--- src/rtl/apb_master_bridge_if.sv ---
// Bundles the core-side request/response channel and the APB3 bus of apb_master_bridge.
// The master modport is the bridge's view and the slave modport is the environment's view.
interface apb_master_bridge_if #(
    parameter int unsigned APB_ADDR_WIDTH = 32
);
    logic                      req_valid;
    logic                      req_ready;
    logic [APB_ADDR_WIDTH-1:0] req_addr;
    logic [31:0]               req_wdata;
    logic                      req_write;

    logic                      rsp_valid;
    logic                      rsp_ready;
    logic [31:0]               rsp_rdata;
    logic                      rsp_err;

    logic [APB_ADDR_WIDTH-1:0] PADDR;
    logic [31:0]               PWDATA;
    logic                      PWRITE;
    logic                      PSEL;
    logic                      PENABLE;
    logic [31:0]               PRDATA;
    logic                      PREADY;
    logic                      PSLVERR;

    modport master (
        input  req_valid, req_addr, req_wdata, req_write, rsp_ready,
        input  PRDATA, PREADY, PSLVERR,
        output req_ready, rsp_valid, rsp_rdata, rsp_err,
        output PADDR, PWDATA, PWRITE, PSEL, PENABLE
    );

    modport slave (
        output req_valid, req_addr, req_wdata, req_write, rsp_ready,
        output PRDATA, PREADY, PSLVERR,
        input  req_ready, rsp_valid, rsp_rdata, rsp_err,
        input  PADDR, PWDATA, PWRITE, PSEL, PENABLE
    );
endinterface

--- src/rtl/apb_master_bridge.sv ---
// Single-outstanding APB3 initiator: one valid/ready request becomes one APB transfer.
// Optional ACCESS-phase abort is built when APB_MASTER_TIMEOUT_EN is defined.
module apb_master_bridge #(
    parameter int unsigned APB_ADDR_WIDTH = 32,
    parameter int unsigned TIMEOUT_CYCLES = 256
) (
    input  logic                 CLK,
    input  logic                 RSTN,
    apb_master_bridge_if.master  bus
);

    typedef enum logic [1:0] {
        S_IDLE   = 2'd0,
        S_SETUP  = 2'd1,
        S_ACCESS = 2'd2,
        S_RESP   = 2'd3
    } state_t;

    state_t                    state_reg;
    logic [APB_ADDR_WIDTH-1:0] paddr_reg;
    logic [31:0]               pwdata_reg;
    logic                      pwrite_reg;
    logic                      psel_reg;
    logic                      penable_reg;
    logic                      rsp_valid_reg;
    logic [31:0]               rsp_rdata_reg;
    logic                      rsp_err_reg;

    generate
        if (TIMEOUT_CYCLES < 1) begin : g_timeout_cycles_invalid
            $error("apb_master_bridge: TIMEOUT_CYCLES must be >= 1");
        end
    endgenerate

`ifdef APB_MASTER_TIMEOUT_EN
    localparam int unsigned CNT_W = $clog2(TIMEOUT_CYCLES + 1);
    // Counter holds (ACCESS cycle index - 1), so this value marks the last allowed cycle.
    localparam logic [CNT_W-1:0] CNT_LAST = CNT_W'(TIMEOUT_CYCLES - 1);
    logic [CNT_W-1:0] access_cnt_reg;
`endif

    always_ff @(posedge CLK or negedge RSTN) begin
        if (!RSTN) begin
            state_reg     <= S_IDLE;
            paddr_reg     <= '0;
            pwdata_reg    <= '0;
            pwrite_reg    <= 1'b0;
            psel_reg      <= 1'b0;
            penable_reg   <= 1'b0;
            rsp_valid_reg <= 1'b0;
            rsp_rdata_reg <= '0;
            rsp_err_reg   <= 1'b0;
`ifdef APB_MASTER_TIMEOUT_EN
            access_cnt_reg <= '0;
`endif
        end else begin
            case (state_reg)
                S_IDLE: begin
                    if (bus.req_valid) begin
                        if (bus.req_addr[1:0] != 2'b00) begin
                            // Misaligned: answer with an error and leave the APB bus untouched.
                            rsp_valid_reg <= 1'b1;
                            rsp_err_reg   <= 1'b1;
                            rsp_rdata_reg <= '0;
                            state_reg     <= S_RESP;
                        end else begin
                            paddr_reg  <= bus.req_addr;
                            pwdata_reg <= bus.req_wdata;
                            pwrite_reg <= bus.req_write;
                            psel_reg   <= 1'b1;
                            state_reg  <= S_SETUP;
                        end
                    end
                end

                S_SETUP: begin
                    penable_reg <= 1'b1;
                    state_reg   <= S_ACCESS;
`ifdef APB_MASTER_TIMEOUT_EN
                    access_cnt_reg <= '0;
`endif
                end

                S_ACCESS: begin
                    if (bus.PREADY) begin
                        rsp_rdata_reg <= pwrite_reg ? 32'h0 : bus.PRDATA;
                        rsp_err_reg   <= bus.PSLVERR;
                        rsp_valid_reg <= 1'b1;
                        psel_reg      <= 1'b0;
                        penable_reg   <= 1'b0;
                        state_reg     <= S_RESP;
                    end
`ifdef APB_MASTER_TIMEOUT_EN
                    else if (access_cnt_reg == CNT_LAST) begin
                        rsp_rdata_reg <= '0;
                        rsp_err_reg   <= 1'b1;
                        rsp_valid_reg <= 1'b1;
                        psel_reg      <= 1'b0;
                        penable_reg   <= 1'b0;
                        state_reg     <= S_RESP;
                    end else begin
                        access_cnt_reg <= access_cnt_reg + 1'b1;
                    end
`endif
                end

                S_RESP: begin
                    if (bus.rsp_ready) begin
                        rsp_valid_reg <= 1'b0;
                        state_reg     <= S_IDLE;
                    end
                end

                default: begin
                    state_reg <= S_IDLE;
                end
            endcase
        end
    end

    assign bus.req_ready = (state_reg == S_IDLE);
    assign bus.PADDR     = paddr_reg;
    assign bus.PWDATA    = pwdata_reg;
    assign bus.PWRITE    = pwrite_reg;
    assign bus.PSEL      = psel_reg;
    assign bus.PENABLE   = penable_reg;
    assign bus.rsp_valid = rsp_valid_reg;
    assign bus.rsp_rdata = rsp_rdata_reg;
    assign bus.rsp_err   = rsp_err_reg;

endmodule
--- src/flat_wrapper.sv ---
// flat-port wrapper written by rule: the top's interface ports become plain ports
module apb_master_bridge_flat 
#(
    parameter int unsigned APB_ADDR_WIDTH = 32,
    parameter int unsigned TIMEOUT_CYCLES = 256
)
  (CLK, RSTN, bus_req_valid, bus_req_addr, bus_req_wdata, bus_req_write, bus_rsp_ready, bus_PRDATA, bus_PREADY, bus_PSLVERR, bus_req_ready, bus_rsp_valid, bus_rsp_rdata, bus_rsp_err, bus_PADDR, bus_PWDATA, bus_PWRITE, bus_PSEL, bus_PENABLE);
  apb_master_bridge_if #(.APB_ADDR_WIDTH(APB_ADDR_WIDTH)) bus_i ();
  input  logic CLK;
  input  logic RSTN;
  input wire logic [$bits(bus_i.req_valid)-1:0] bus_req_valid;
  input wire logic [$bits(bus_i.req_addr)-1:0] bus_req_addr;
  input wire logic [$bits(bus_i.req_wdata)-1:0] bus_req_wdata;
  input wire logic [$bits(bus_i.req_write)-1:0] bus_req_write;
  input wire logic [$bits(bus_i.rsp_ready)-1:0] bus_rsp_ready;
  input wire logic [$bits(bus_i.PRDATA)-1:0] bus_PRDATA;
  input wire logic [$bits(bus_i.PREADY)-1:0] bus_PREADY;
  input wire logic [$bits(bus_i.PSLVERR)-1:0] bus_PSLVERR;
  output wire logic [$bits(bus_i.req_ready)-1:0] bus_req_ready;
  output wire logic [$bits(bus_i.rsp_valid)-1:0] bus_rsp_valid;
  output wire logic [$bits(bus_i.rsp_rdata)-1:0] bus_rsp_rdata;
  output wire logic [$bits(bus_i.rsp_err)-1:0] bus_rsp_err;
  output wire logic [$bits(bus_i.PADDR)-1:0] bus_PADDR;
  output wire logic [$bits(bus_i.PWDATA)-1:0] bus_PWDATA;
  output wire logic [$bits(bus_i.PWRITE)-1:0] bus_PWRITE;
  output wire logic [$bits(bus_i.PSEL)-1:0] bus_PSEL;
  output wire logic [$bits(bus_i.PENABLE)-1:0] bus_PENABLE;
  assign bus_i.req_valid = bus_req_valid;
  assign bus_i.req_addr = bus_req_addr;
  assign bus_i.req_wdata = bus_req_wdata;
  assign bus_i.req_write = bus_req_write;
  assign bus_i.rsp_ready = bus_rsp_ready;
  assign bus_i.PRDATA = bus_PRDATA;
  assign bus_i.PREADY = bus_PREADY;
  assign bus_i.PSLVERR = bus_PSLVERR;
  assign bus_req_ready = bus_i.req_ready;
  assign bus_rsp_valid = bus_i.rsp_valid;
  assign bus_rsp_rdata = bus_i.rsp_rdata;
  assign bus_rsp_err = bus_i.rsp_err;
  assign bus_PADDR = bus_i.PADDR;
  assign bus_PWDATA = bus_i.PWDATA;
  assign bus_PWRITE = bus_i.PWRITE;
  assign bus_PSEL = bus_i.PSEL;
  assign bus_PENABLE = bus_i.PENABLE;
  apb_master_bridge #(.APB_ADDR_WIDTH(APB_ADDR_WIDTH), .TIMEOUT_CYCLES(TIMEOUT_CYCLES)) u_core (.CLK(CLK), .RSTN(RSTN), .bus(bus_i));
endmodule
--- config.mk ---
export PLATFORM = sky130hd
export DESIGN_NAME = apb_master_bridge_flat
export DESIGN_NICKNAME = d
export VERILOG_FILES = /design/src/rtl/apb_master_bridge_if.sv /design/src/rtl/apb_master_bridge.sv /design/src/flat_wrapper.sv
export SDC_FILE = /design/constraint.sdc
export NUM_CORES = 1
export LEC_CHECK = 0
export CORE_MARGIN = 3
export CORE_UTILIZATION = 30
export DETAILED_ROUTE_END_ITERATION = 7
export PLACE_DENSITY = 0.7
export SKIP_LAST_GASP = 1
export SYNTH_ARGS = -nofsm -noshare
export SYNTH_HDL_FRONTEND = slang
export SYNTH_SLANG_ARGS = --single-unit
--- constraint.sdc ---
create_clock -name CLK -period 2.7 [get_ports CLK]
set_input_delay 0.27 -clock CLK [delete_from_list [all_inputs] [get_ports CLK]]
set_output_delay 0.27 -clock CLK [all_outputs]
set_load 0.02 [all_outputs]
### After elaboration in Yosys (flattened, before gate mapping)

Cells that the tools add are included.
W data, S select, Z words.

* equal/unequal tests: 8
* $lt $le $gt $ge: 0
* reductions and logical operators: 11
* multiply operators: 0
* add/subtract/negate cells: 0
* mux-type cells: 22
* divide/modulo/power cells: 0
* bitwise gates (word level): 1
* shift-type cells: 0

Operators with widths (number)
* $mux W32: 4
* $pmux W32 S2: 1
* $mux W1: 8
* $mux W2: 4
* $ne A2 B2 Y1 const B: 4
* $pmux W2 S4: 1
* $reduce_and A4 Y1: 2
* $pmux W1 S2: 3
* $reduce_and A3 Y1: 2
* $reduce_bool A2 Y1: 3
* $reduce_and A5 Y1: 1
* $eq A2 B2 Y1 const B: 2
* $pmux W1 S3: 1
* $reduce_bool A3 Y1: 1
* $eq A2 B1 Y1 const B: 1
* $logic_not A2 Y1: 1
* $ne A2 B1 Y1 const B: 1
* $reduce_and A2 Y1: 1
* $not A1 Y1: 1

* latch bits: 0
* bits in writable memories: 0
* memories kept: 0
* memory bits (read-only): 0
* logic and storage cells: 51
* bits of input ports: 103
* flip-flop bits (word level): 103
* output and inout port bits: 102

### Depth between registers and ports, before layout

Gate-level depths: netlist of the first run.

* word-level depth: 4
* mapped depth: 7
* gate-level depth less buffers: 5

### Worst setup path after synthesis of the first run

OpenSTA, ideal clock, no wires.

* path kind: register to register
* start: register u_core.state_reg[0]
* end: register u_core.paddr_reg[28], in the netlist u_core.bus.PADDR[28]
* buffers on the path: 2
* arrival time: 1753 ps
* data required time: 2575 ps
* setup time: 125 ps
* setup slack: 822 ps
* clock period less this slack: 1878 ps
* stages on the path, launching flop included: 7
* cells stage by stage: dfrtp_1 > inv_1 > ha_1 > and3_1 > buf_4 > buf_4 > mux2_2

* cells in the longest elaborated chain, start to end: 2

RTL lines
* from (decl): RTL line apb_master_bridge.sv:19 `state_t state_reg;`
* from (signal assigned): RTL line apb_master_bridge.sv:44 `state_reg <= S_IDLE;`
* from (signal assigned): RTL line apb_master_bridge.sv:65 `state_reg <= S_RESP;`
* from (signal assigned): RTL line apb_master_bridge.sv:71 `state_reg <= S_SETUP;`
* $logic_not A2 Y1
* net bus_req_ready: RTL line flat_wrapper.sv:19 `output wire logic [$bits(bus_i.req_ready)-1:0] bus_req_ready;`
* $reduce_and A3 Y1 (no source line)
* to (signal assigned): RTL line apb_master_bridge.sv:67 `paddr_reg <= bus.req_addr;`
* to (decl): RTL line apb_master_bridge.sv:20 `logic [APB_ADDR_WIDTH-1:0] paddr_reg;`

The timed path passes the listed nets, and every way through them passes these cells.
A chain may end at the register's enable or synchronous reset.

### Worst setup path in the final report of the first run

* start: register u_core.state_reg[0]
* end: output bus_req_ready

* cells in the longest elaborated chain, start to end: 1

RTL lines
* $logic_not A2 Y1: RTL line apb_master_bridge.sv:121 `assign bus.req_ready = (state_reg == S_IDLE);`
* to (decl): RTL line flat_wrapper.sv:19

Every way passes these cells.

==> impl_metrics.json, run 1 <==
{
  "reg2reg_to": "u_core.bus.rsp_rdata[23]",
  "synth_cells": 316,
  "grt_antenna_before_repair": 0,
  "worst_slew_pin_slew_ns": 0.554,
  "synth-xor-area-share": 0,
  "syn_nets": 425,
  "overflow": 0,
  "fin_crit_sh": 0.798,
  "place_area_sq_um": 6520,
  "clk_pin_slew_ns": 0.06,
  "yosys.area_share.simple": 0.0502,
  "setup_viol": 0,
  "routed_via_density": 4.39,
  "skew_ns": 0.00404,
  "ioPinCount": 205,
  "post_cts_buffers": 0,
  "finalMaxSlewViolations": 0,
  "hold_viol": 0,
  "cp-startpoint": "u_core.state_reg[0]",
  "synth_area_leader_cell": "dfrtp_1",
  "clk_latency_ns": 0.34,
  "path_class": "flop to primary output",
  "cts.sinks": 103,
  "portBuffers": 204,
  "coreArea_sq_um": 13600,
  "dp_hpwl_microns": 8450,
  "grt_pass1_wl_microns": 18600,
  "hold_path.class": "input port to async pin",
  "rrSetupSlack_ns": 0.69,
  "cp.required_ns": 2.43,
  "synth_top_family_by_area": "multiplexers",
  "drc": 0,
  "drt_wl_total_microns": 11200,
  "leakage_nw": 2.86,
  "die_area_sq_um": 15700,
  "power_density_nw_per_um2": 1210,
  "layout_common_cells": "203 x clkdlybuf4s50_1, 103 x dfrtp_1, 65 x mux2_2",
  "place_congestion": 0.808,
  "grtUsageTotal": 0.149,
  "cts_tree": "built",
  "synthMuxAreaShare": 0.254,
  "syn_area_sq_um": 4260,
  "slew_headroom": 0.630,
  "die_w_microns": 125,
  "cts_buffers": 9,
  "post-route-util": 0.501,
  "layoutNonFillerInstCount": 703,
  "ys_ff_latch": 103,
  "yosys-top-cells-area": "dfrtp_1 60%, mux2_2 17%, mux2i_1 8.2%",
  "crit_path_end": "bus_req_ready",
  "fp.dieH_microns": 125,
  "yosys_warnings": 0,
  "synth_compound_area_frac": 0.0188,
  "rsz0062_at_grt": "no",
  "maxCapViolations": 0,
  "rows": 42,
  "ys_types": 26,
  "peakVddDrop_mv": 0.516,
  "synth_fa_ha_area_frac": 0.0176,
  "critPathLaunchType": "flop",
  "rr_startpoint": "u_core.state_reg[1]",
  "final_antenna_net_count": 0,
  "vias": 3084,
  "layout_commonest_cell": "clkdlybuf4s50_1",
  "status": "completed",
  "drt_iter0_markers": 108,
  "grt_pass1_vias": 3499,
  "htreeDepth": 3,
  "drive_gt1_frac": 0.171,
  "wl_per_cell_microns": 16.0,
  "initial_core_util": 0.314,
  "power_w": 0.00821,
  "cts_root_buf": "clkbuf_16",
  "avgSynthCellArea_sq_um": 13.5,
  "design_area_sq_um": 6790,
  "timing.fmax_mhz": 464,
  "yosysSeqAreaShare": 0.605,
  "antenna_cells": 0,
  "yosysTopAreaCellShare": 0.605,
  "clockBufferDepth": 2,
  "dp_cells": 687,
  "fin_tns_setup_ns": 0,
  "area_delta_synth_final_pct": 59.3,
  "r2r_cells": 6,
  "cp_max_fo": 8,
  "final.min_clock_period_ns": 2.15,
  "worst_setup_path_end_kind": "primary output",
  "arrival_ns": 1.88,
  "drt_pass1_iterations": 4,
  "nets": 632,
  "grt_max_degree": 103
}
cell families (layout without fill, tap and decap cells):
logic type | Yosys count | count (layout)
AO/OA/AOI/OAI | 9 | 9
buffers and inverters | 50 | 261
multiplexers | 100 | 100
AND/OR/NAND/NOR | 48 | 48
flip-flops | 103 | 103
adder cells (fa/ha/maj) | 6 | 6
timing repair:
| action | CTS | global route |
|---|---|---|
| setup endpoints to repair | 0 | 0 |
| hold endpoints to repair | 1 | 0 |
| gates resized for setup | 0 | 0 |
| hold buffers | 1 | 0 |
synth_stat cells, drive strengths merged:
cell type / number
dfrtp: 103
mux2: 65
inv: 36
mux2i: 35
nand2: 34
buf: 10
ha: 6
nor2b: 6
clkbuf: 4
nor2: 3
o41ai: 3
a211oi: 1
a21oi: 1
a22o: 1
and3: 1
nand2b: 1
nor3: 1
o21a: 1
o21ai: 1
o31ai: 1
or3: 1
or3b: 1
layer usage:
layer  GRT usage  part of all wire
met5           0                 0
met4      0.0383             0.014
met3      0.0516             0.069
met2       0.266              0.52
met1       0.172              0.40
worst min path at each step:
stage	start	end	slack (ns)
2_1_floorplan	RSTN	u_core.bus.PADDR[0]	-0.03
3_3_place_gp	RSTN	u_core.bus.PADDR[6]	0.06
3_5_place_dp	RSTN	u_core.bus.PADDR[6]	0.06
4_1_cts	RSTN	u_core.bus.PADDR[6]	0.23
5_1_grt	RSTN	u_core.bus.PADDR[6]	0.24
6_report	RSTN	u_core.bus.PADDR[6]	0.26
report_power, final:
group | internal [W] | total (W) | switching (W)
combinational | 0.00222 | 0.00431 | 0.00209
clock | 0.000644 | 0.00118 | 0.000537
sequential | 0.00231 | 0.00272 | 0.000409
total | 0.00517 | 0.00821 | 0.00303
stage by stage:
stage          setup WS [ns]  hold slack, ns
2_1_floorplan          0.822         -0.0256
3_3_place_gp           0.648          0.0615
3_5_place_dp           0.627          0.0630
4_1_cts                0.513           0.230
5_1_grt                0.432           0.244
6_report               0.546           0.256
final cells by class:
cell class | count | area [sq um]
clock buffer | 12 | 246
clock inverter | 3 | 20.0
fill | 1175 | 6770
inverter | 36 | 135
multi-input combinational | 163 | 1460
sequential | 103 | 2580
tap | 176 | 220
timing repair buffer | 210 | 2140
critical path, cell delays in order (launching register included):
cell,delay (ns)
dfrtp_1,0.40
inv_1,0.15
ha_1,0.31
clkdlybuf4s50_1,0.68
(Power assumes the default switching activity.)
==> inputs of run 2 (changes only) <==
--- a/config.mk
+++ b/config.mk
@@ -8,7 +8,7 @@
 export CORE_MARGIN = 3
 export CORE_UTILIZATION = 30
 export DETAILED_ROUTE_END_ITERATION = 7
-export PLACE_DENSITY = 0.7
+export PLACE_DENSITY = 0.72
 export SKIP_LAST_GASP = 1
 export SYNTH_ARGS = -nofsm -noshare
 export SYNTH_HDL_FRONTEND = slang
==> constraint.sdc (replaced) <==
create_clock -name CLK -period 1.7 [get_ports CLK]
set_input_delay 0.17 -clock CLK [delete_from_list [all_inputs] [get_ports CLK]]
set_output_delay 0.17 -clock CLK [all_outputs]
set_load 0.02 [all_outputs]
==> run 2 against run 1 <==
Hold slack better by 0.060 ns; global-route usage is 0.40 points lower; sequential share of layout area is 2.2 points lower; power rose by 73%; clock power increased by 91%; non-clock buffer count up 23; critical path depth up 4; flip-flop and latch count unchanged; die area unchanged; via count increased by 2.5%; critical path type is now flop to flop; largest cell class unchanged; highest routed layer unchanged.
==> impl_metrics.json, run 2 (synthesized netlist as in run 1, its figures left out) <==
{
  "fin_hold_ws_ns": 0.316,
  "finalMaxSlewViolations": 0,
  "dp_hpwl_microns": 8540,
  "layout_commonest_cell": "clkdlybuf4s50_1",
  "combPwrFrac": 0.537,
  "drive_gt1_frac": 0.229,
  "slew_headroom": 0.709,
  "place_congestion": 0.807,
  "reg2reg_to": "u_core.bus.rsp_rdata[23]",
  "vias": 3160,
  "drt_pass1_iterations": 4,
  "rrSetupSlack_ns": 0.01,
  "routed_via_density": 4.35,
  "grt_pass1_vias": 3441,
  "rows": 42,
  "coreArea_sq_um": 13600,
  "swShare": 0.357,
  "power.internal_w": 0.00911,
  "drt_iter0_markers": 90,
  "clkPwrFrac": 0.159,
  "die_area_sq_um": 15700,
  "grtUsageTotal": 0.145,
  "final.min_clock_period_ns": 1.69,
  "status": "completed",
  "cts.sinks": 103,
  "clk_pin_slew_ns": 0.07,
  "fin_tns_setup_ns": 0,
  "clockBufferDepth": 2,
  "hold_viol": 0,
  "htreeDepth": 3,
  "fin_ws_ns": 0.0145,
  "fin_crit_sh": 0.991,
  "setup_viol": 0,
  "die_w_microns": 125,
  "worst_slew_pin_slew_ns": 0.436,
  "antenna_cells": 0,
  "critPathLaunchType": "flop",
  "p_seq_frac": 0.305,
  "switchingPower_w": 0.00506,
  "layoutNonFillerInstCount": 727,
  "final_antenna_net_count": 0,
  "r2r_cells": 7,
  "skew_ns": 0.00555,
  "nets": 655,
  "portBuffers": 204,
  "cts_tree": "built",
  "timing.fmax_mhz": 593,
  "cts_buffers": 9,
  "maxCapViolations": 0,
  "initial_core_util": 0.314,
  "overflow": 0,
  "arrival_ns": 1.94,
  "dp_cells": 701,
  "drc": 0,
  "dp_slack_ns": -0.178,
  "wl_per_cell_microns": 16.3,
  "area_delta_synth_final_pct": 69.3,
  "grt_antenna_before_repair": 0,
  "rsz0062_at_grt": "yes",
  "grt_max_degree": 37,
  "ioPinCount": 205,
  "leakage_nw": 3.05,
  "path_class": "flop to flop",
  "hold_path.class": "input port to async pin",
  "cts_root_buf": "clkbuf_16",
  "worst_setup_path_end_kind": "flop",
  "post-route-util": 0.532,
  "rr_startpoint": "u_core.state_reg[1]",
  "fp.dieH_microns": 125,
  "cp.required_ns": 1.95,
  "power_density_nw_per_um2": 1960,
  "cp_max_fo": 8,
  "layout_common_cells": "202 x clkdlybuf4s50_1, 102 x dfrtp_1, 65 x mux2_2",
  "peakVddDrop_mv": 0.847,
  "grt_pass1_wl_microns": 18200,
  "drt_wl_total_microns": 11800,
  "clk_latency_ns": 0.34
}
## run 2: cell count changes in the layout (fill, tap and decap cells not counted), sizes merged
cell,change
buf,+19
bufinv,+2
clkbuf,+5
clkdlybuf4s50,-1
clkinv,-1
clkinvlp,-1
inv,+1
## run 2: layout make-up
cell class / instances / area, sq um
fill: 1144 / 6340
sequential: 103 / 2580
timing repair buffer: 233 / 2430
multi-input combinational: 163 / 1520
clock buffer: 12 / 256
tap: 176 / 220
inverter: 36 / 140
clock inverter: 4 / 76.3
## run 2: per-stage QoR
step | total power (W) | cell area (sq um)
2_1_floorplan | 0.00797 | 4280
3_3_place_gp | 0.0113 | 6650
3_5_place_dp | 0.0115 | 6650
4_1_cts | 0.0139 | 7030
5_1_grt | 0.0150 | 7220
6_report | 0.0142 | 7220
## run 2: worst max path at each step
stage,from,end,slack (ns),cells after the start
detailed placement,bus_req_addr[1],u_core.bus.rsp_rdata[4],-0.18,6
finish,u_core.state_reg[1],u_core.bus.rsp_rdata[23],0.01,7
CTS,u_core.state_reg[1],u_core.bus.rsp_rdata[0],-0.05,7
global placement,bus_req_addr[1],u_core.bus.rsp_rdata[1],-0.13,6
floorplan,u_core.state_reg[0],u_core.bus.rsp_err,-0.006,5
global route,u_core.state_reg[1],u_core.bus.rsp_rdata[30],-0.04,7
## run 2: repair_timing
action,CTS,global route
hold buffers,1,0
gates resized for setup,3,15
endpoints found under the setup margin,78,99
gates cloned,1,5
buffers inserted,1,2
hold endpoints to repair,31,0
pin swaps,1,0
## run 2: metal layers
metal  wire length, microns  vias to the layer above  global-route usage
met5                      0                        -                   0
met4                    144                        0              0.0517
met3                    729                       11              0.0345
met2                   5960                      120               0.253
met1                   4990                     1523               0.175
li1                       -                     1506                   -
## run 2: power groups by stage
| stage | Sequential [W] | Combinational, W | Clock, W |
|---|---|---|---|
| 2_1_floorplan | 0.00577 | 0.00220 | 0 |
| 3_3_place_gp | 0.00432 | 0.00703 | 0 |
| 3_5_place_dp | 0.00435 | 0.00719 | 0 |
| 4_1_cts | 0.00431 | 0.00725 | 0.00234 |
| 5_1_grt | 0.00447 | 0.00806 | 0.00246 |
| 6_report | 0.00431 | 0.00760 | 0.00225 |
## run 2: worst max-delay path: stages (launching register included)
cell and delay [ns]:
dfrtp_2 0.42, inv_4 0.06, ha_4 0.17, nor2b_4 0.14, a211oi_4 0.21, buf_6 0.21, clkbuf_16 0.18, mux2i_1 0.21
==> inputs of run 3 (changes only) <==
--- a/config.mk
+++ b/config.mk
@@ -5,10 +5,12 @@
 export SDC_FILE = /design/constraint.sdc
 export NUM_CORES = 1
 export LEC_CHECK = 0
+export CELL_PAD_IN_SITES_DETAIL_PLACEMENT = 0
+export CELL_PAD_IN_SITES_GLOBAL_PLACEMENT = 1
 export CORE_MARGIN = 3
-export CORE_UTILIZATION = 30
+export CORE_UTILIZATION = 28
 export DETAILED_ROUTE_END_ITERATION = 7
-export PLACE_DENSITY = 0.72
+export PLACE_DENSITY = 0.84
 export SKIP_LAST_GASP = 1
 export SYNTH_ARGS = -nofsm -noshare
 export SYNTH_HDL_FRONTEND = slang
==> run 3 against run 2 <==
The flow now finishes with violations (setup timing); clock skew increased by 0.0042 ns; power decreased by 2.4%; clock power decreased by 2%; global-route usage decreased by 0.99 points; critical path type unchanged; critical endpoint is now u_core.bus.rsp_err.
==> impl_metrics.json, run 3 (synthesized netlist as in run 1, its figures left out) <==
{
  "status": "complete, but fails checks",
  "grt_pass1_wl_microns": 17900,
  "fin_ws_ns": -0.0188,
  "routed_via_density": 4.37,
  "rr_startpoint": "u_core.state_reg[1]",
  "grtUsageTotal": 0.135,
  "crit_path_end": "u_core.bus.rsp_err",
  "power_density_nw_per_um2": 1930,
  "maxCapViolations": 0,
  "path_class": "flop to flop",
  "ioPinCount": 205,
  "violations": "setup timing",
  "fp.dieH_microns": 129,
  "critPathLaunchType": "flop",
  "post-route-util": 0.488,
  "setup_viol": 2,
  "grt_pass1_vias": 3533,
  "vias": 3237,
  "crit_chain": "inv_2 > ha_4 > nor2b_4 > a211oi_4 > buf_6 > mux2_2",
  "worst_path_largest_cell_delay_ns": 0.42,
  "rows": 44,
  "cts_buffers": 9,
  "antenna_cells": 0,
  "die_w_microns": 129,
  "cp.required_ns": 1.92,
  "drt_wl_total_microns": 11300,
  "clk_pin_slew_ns": 0.07,
  "coreArea_sq_um": 14700,
  "worst_slew_pin_slew_ns": 0.365,
  "clkPwrFrac": 0.159,
  "cts.sinks": 103,
  "wl_per_cell_microns": 15.3,
  "switchingPower_w": 0.00500,
  "reg2reg_to": "u_core.bus.rsp_err",
  "area_delta_synth_final_pct": 68.2,
  "final_antenna_net_count": 0,
  "initial_core_util": 0.290,
  "cts_tree": "built",
  "fin_crit_sh": 1.01,
  "r2r_cells": 6,
  "worst_setup_path_end_kind": "flop",
  "cp_max_fo": 6,
  "drive_gt1_frac": 0.230,
  "clk_latency_ns": 0.34,
  "combPwrFrac": 0.527,
  "layout_commonest_cell": "clkdlybuf4s50_1",
  "overflow": 0,
  "clockBufferDepth": 2,
  "nets": 660,
  "drt_pass1_iterations": 4,
  "p_seq_frac": 0.314,
  "die_area_sq_um": 16700,
  "hold_viol": 0,
  "arrival_ns": 1.94,
  "fin_tns_setup_ns": -0.0203,
  "drc": 0,
  "final.min_clock_period_ns": 1.72,
  "layout_common_cells": "202 x clkdlybuf4s50_1, 103 x dfrtp_1, 65 x mux2_2",
  "peakVddDrop_mv": 1.03,
  "cts_root_buf": "clkbuf_16",
  "timing.fmax_mhz": 582,
  "portBuffers": 204,
  "hold_path.class": "input port to async pin",
  "rsz0062_at_grt": "yes",
  "place_congestion": 0.820,
  "slowest_stage": "dfrtp_1",
  "power.internal_w": 0.00883,
  "dp_hpwl_microns": 8590,
  "swShare": 0.361,
  "rrSetupSlack_ns": -0.02,
  "dp_cells": 717,
  "leakage_nw": 3.05,
  "grt_max_degree": 58,
  "slew_headroom": 0.757,
  "cp-startpoint": "u_core.state_reg[1]",
  "grt_antenna_before_repair": 0,
  "dp_slack_ns": -0.0893,
  "layoutNonFillerInstCount": 740,
  "drt_iter0_markers": 57,
  "fin_hold_ws_ns": 0.306,
  "htreeDepth": 3,
  "skew_ns": 0.00978,
  "finalMaxSlewViolations": 0
}
[run 3: repair_timing]
item / in CTS / in global routing
buffers inserted: 3 / 2
resized for setup: 2 / 8
hold buffers: 1 / 0
endpoints found under the hold margin: 24 / 0
gates cloned: 1 / 2
setup endpoints to repair: 28 / 65
pin swaps: 0 / 1
[run 3: critical path: cells and delay by family (launching register included)]
family	cells	cell delay [ns]
flip-flops	1	0.42
AO/OA/AOI/OAI	1	0.27
multiplexers	1	0.33
buffers and inverters	2	0.25
adder cells (fa/ha/maj)	1	0.17
AND/OR/NAND/NOR	1	0.15
[run 3: through the flow]
step | cell area (sq um) | power [W]
floorplan | 4280 | 0.00797
global placement | 6720 | 0.0113
detailed placement | 6720 | 0.0115
CTS | 7100 | 0.0139
global route | 7170 | 0.0147
finish | 7170 | 0.0138
[run 3: final cells by class]
| type | count | area [sq um] |
|---|---|---|
| clock inverters | 6 | 90.1 |
| flip-flops and latches | 103 | 2580 |
| well taps | 184 | 230 |
| repair buffers | 238 | 2400 |
| inverters | 36 | 138 |
| multi-input cells | 163 | 1500 |
| clock buffers | 10 | 229 |
| fillers | 1286 | 7530 |
[run 3: worst min path at each step]
stage	to	cells past startpoint	slack, ns
after CTS	u_core.bus.rsp_rdata[24]	2	0.29
after floorplan	u_core.bus.PADDR[0]	0	-0.13
after global routing	u_core.bus.rsp_rdata[30]	2	0.34
after detailed placement	u_core.bus.rsp_rdata[12]	1	0.10
final	u_core.bus.rsp_rdata[28]	2	0.31
after global placement	u_core.bus.rsp_rdata[5]	1	0.10
[run 3: power groups by stage]
stage / registers, W / logic, W / clock network (W)
2_1_floorplan: 0.00577 / 0.00220 / 0
3_3_place_gp: 0.00433 / 0.00698 / 0
3_5_place_dp: 0.00439 / 0.00709 / 0
4_1_cts: 0.00435 / 0.00729 / 0.00229
5_1_grt: 0.00451 / 0.00777 / 0.00237
6_report: 0.00434 / 0.00729 / 0.00220
[run 3: metal layers]
metal  GRT usage  part of all wire  up-vias
met5           0                 0        -
met4      0.0488             0.019        0
met3      0.0334             0.055       15
met2       0.245              0.52      108
met1       0.154              0.40     1598
li1            -                 -     1516
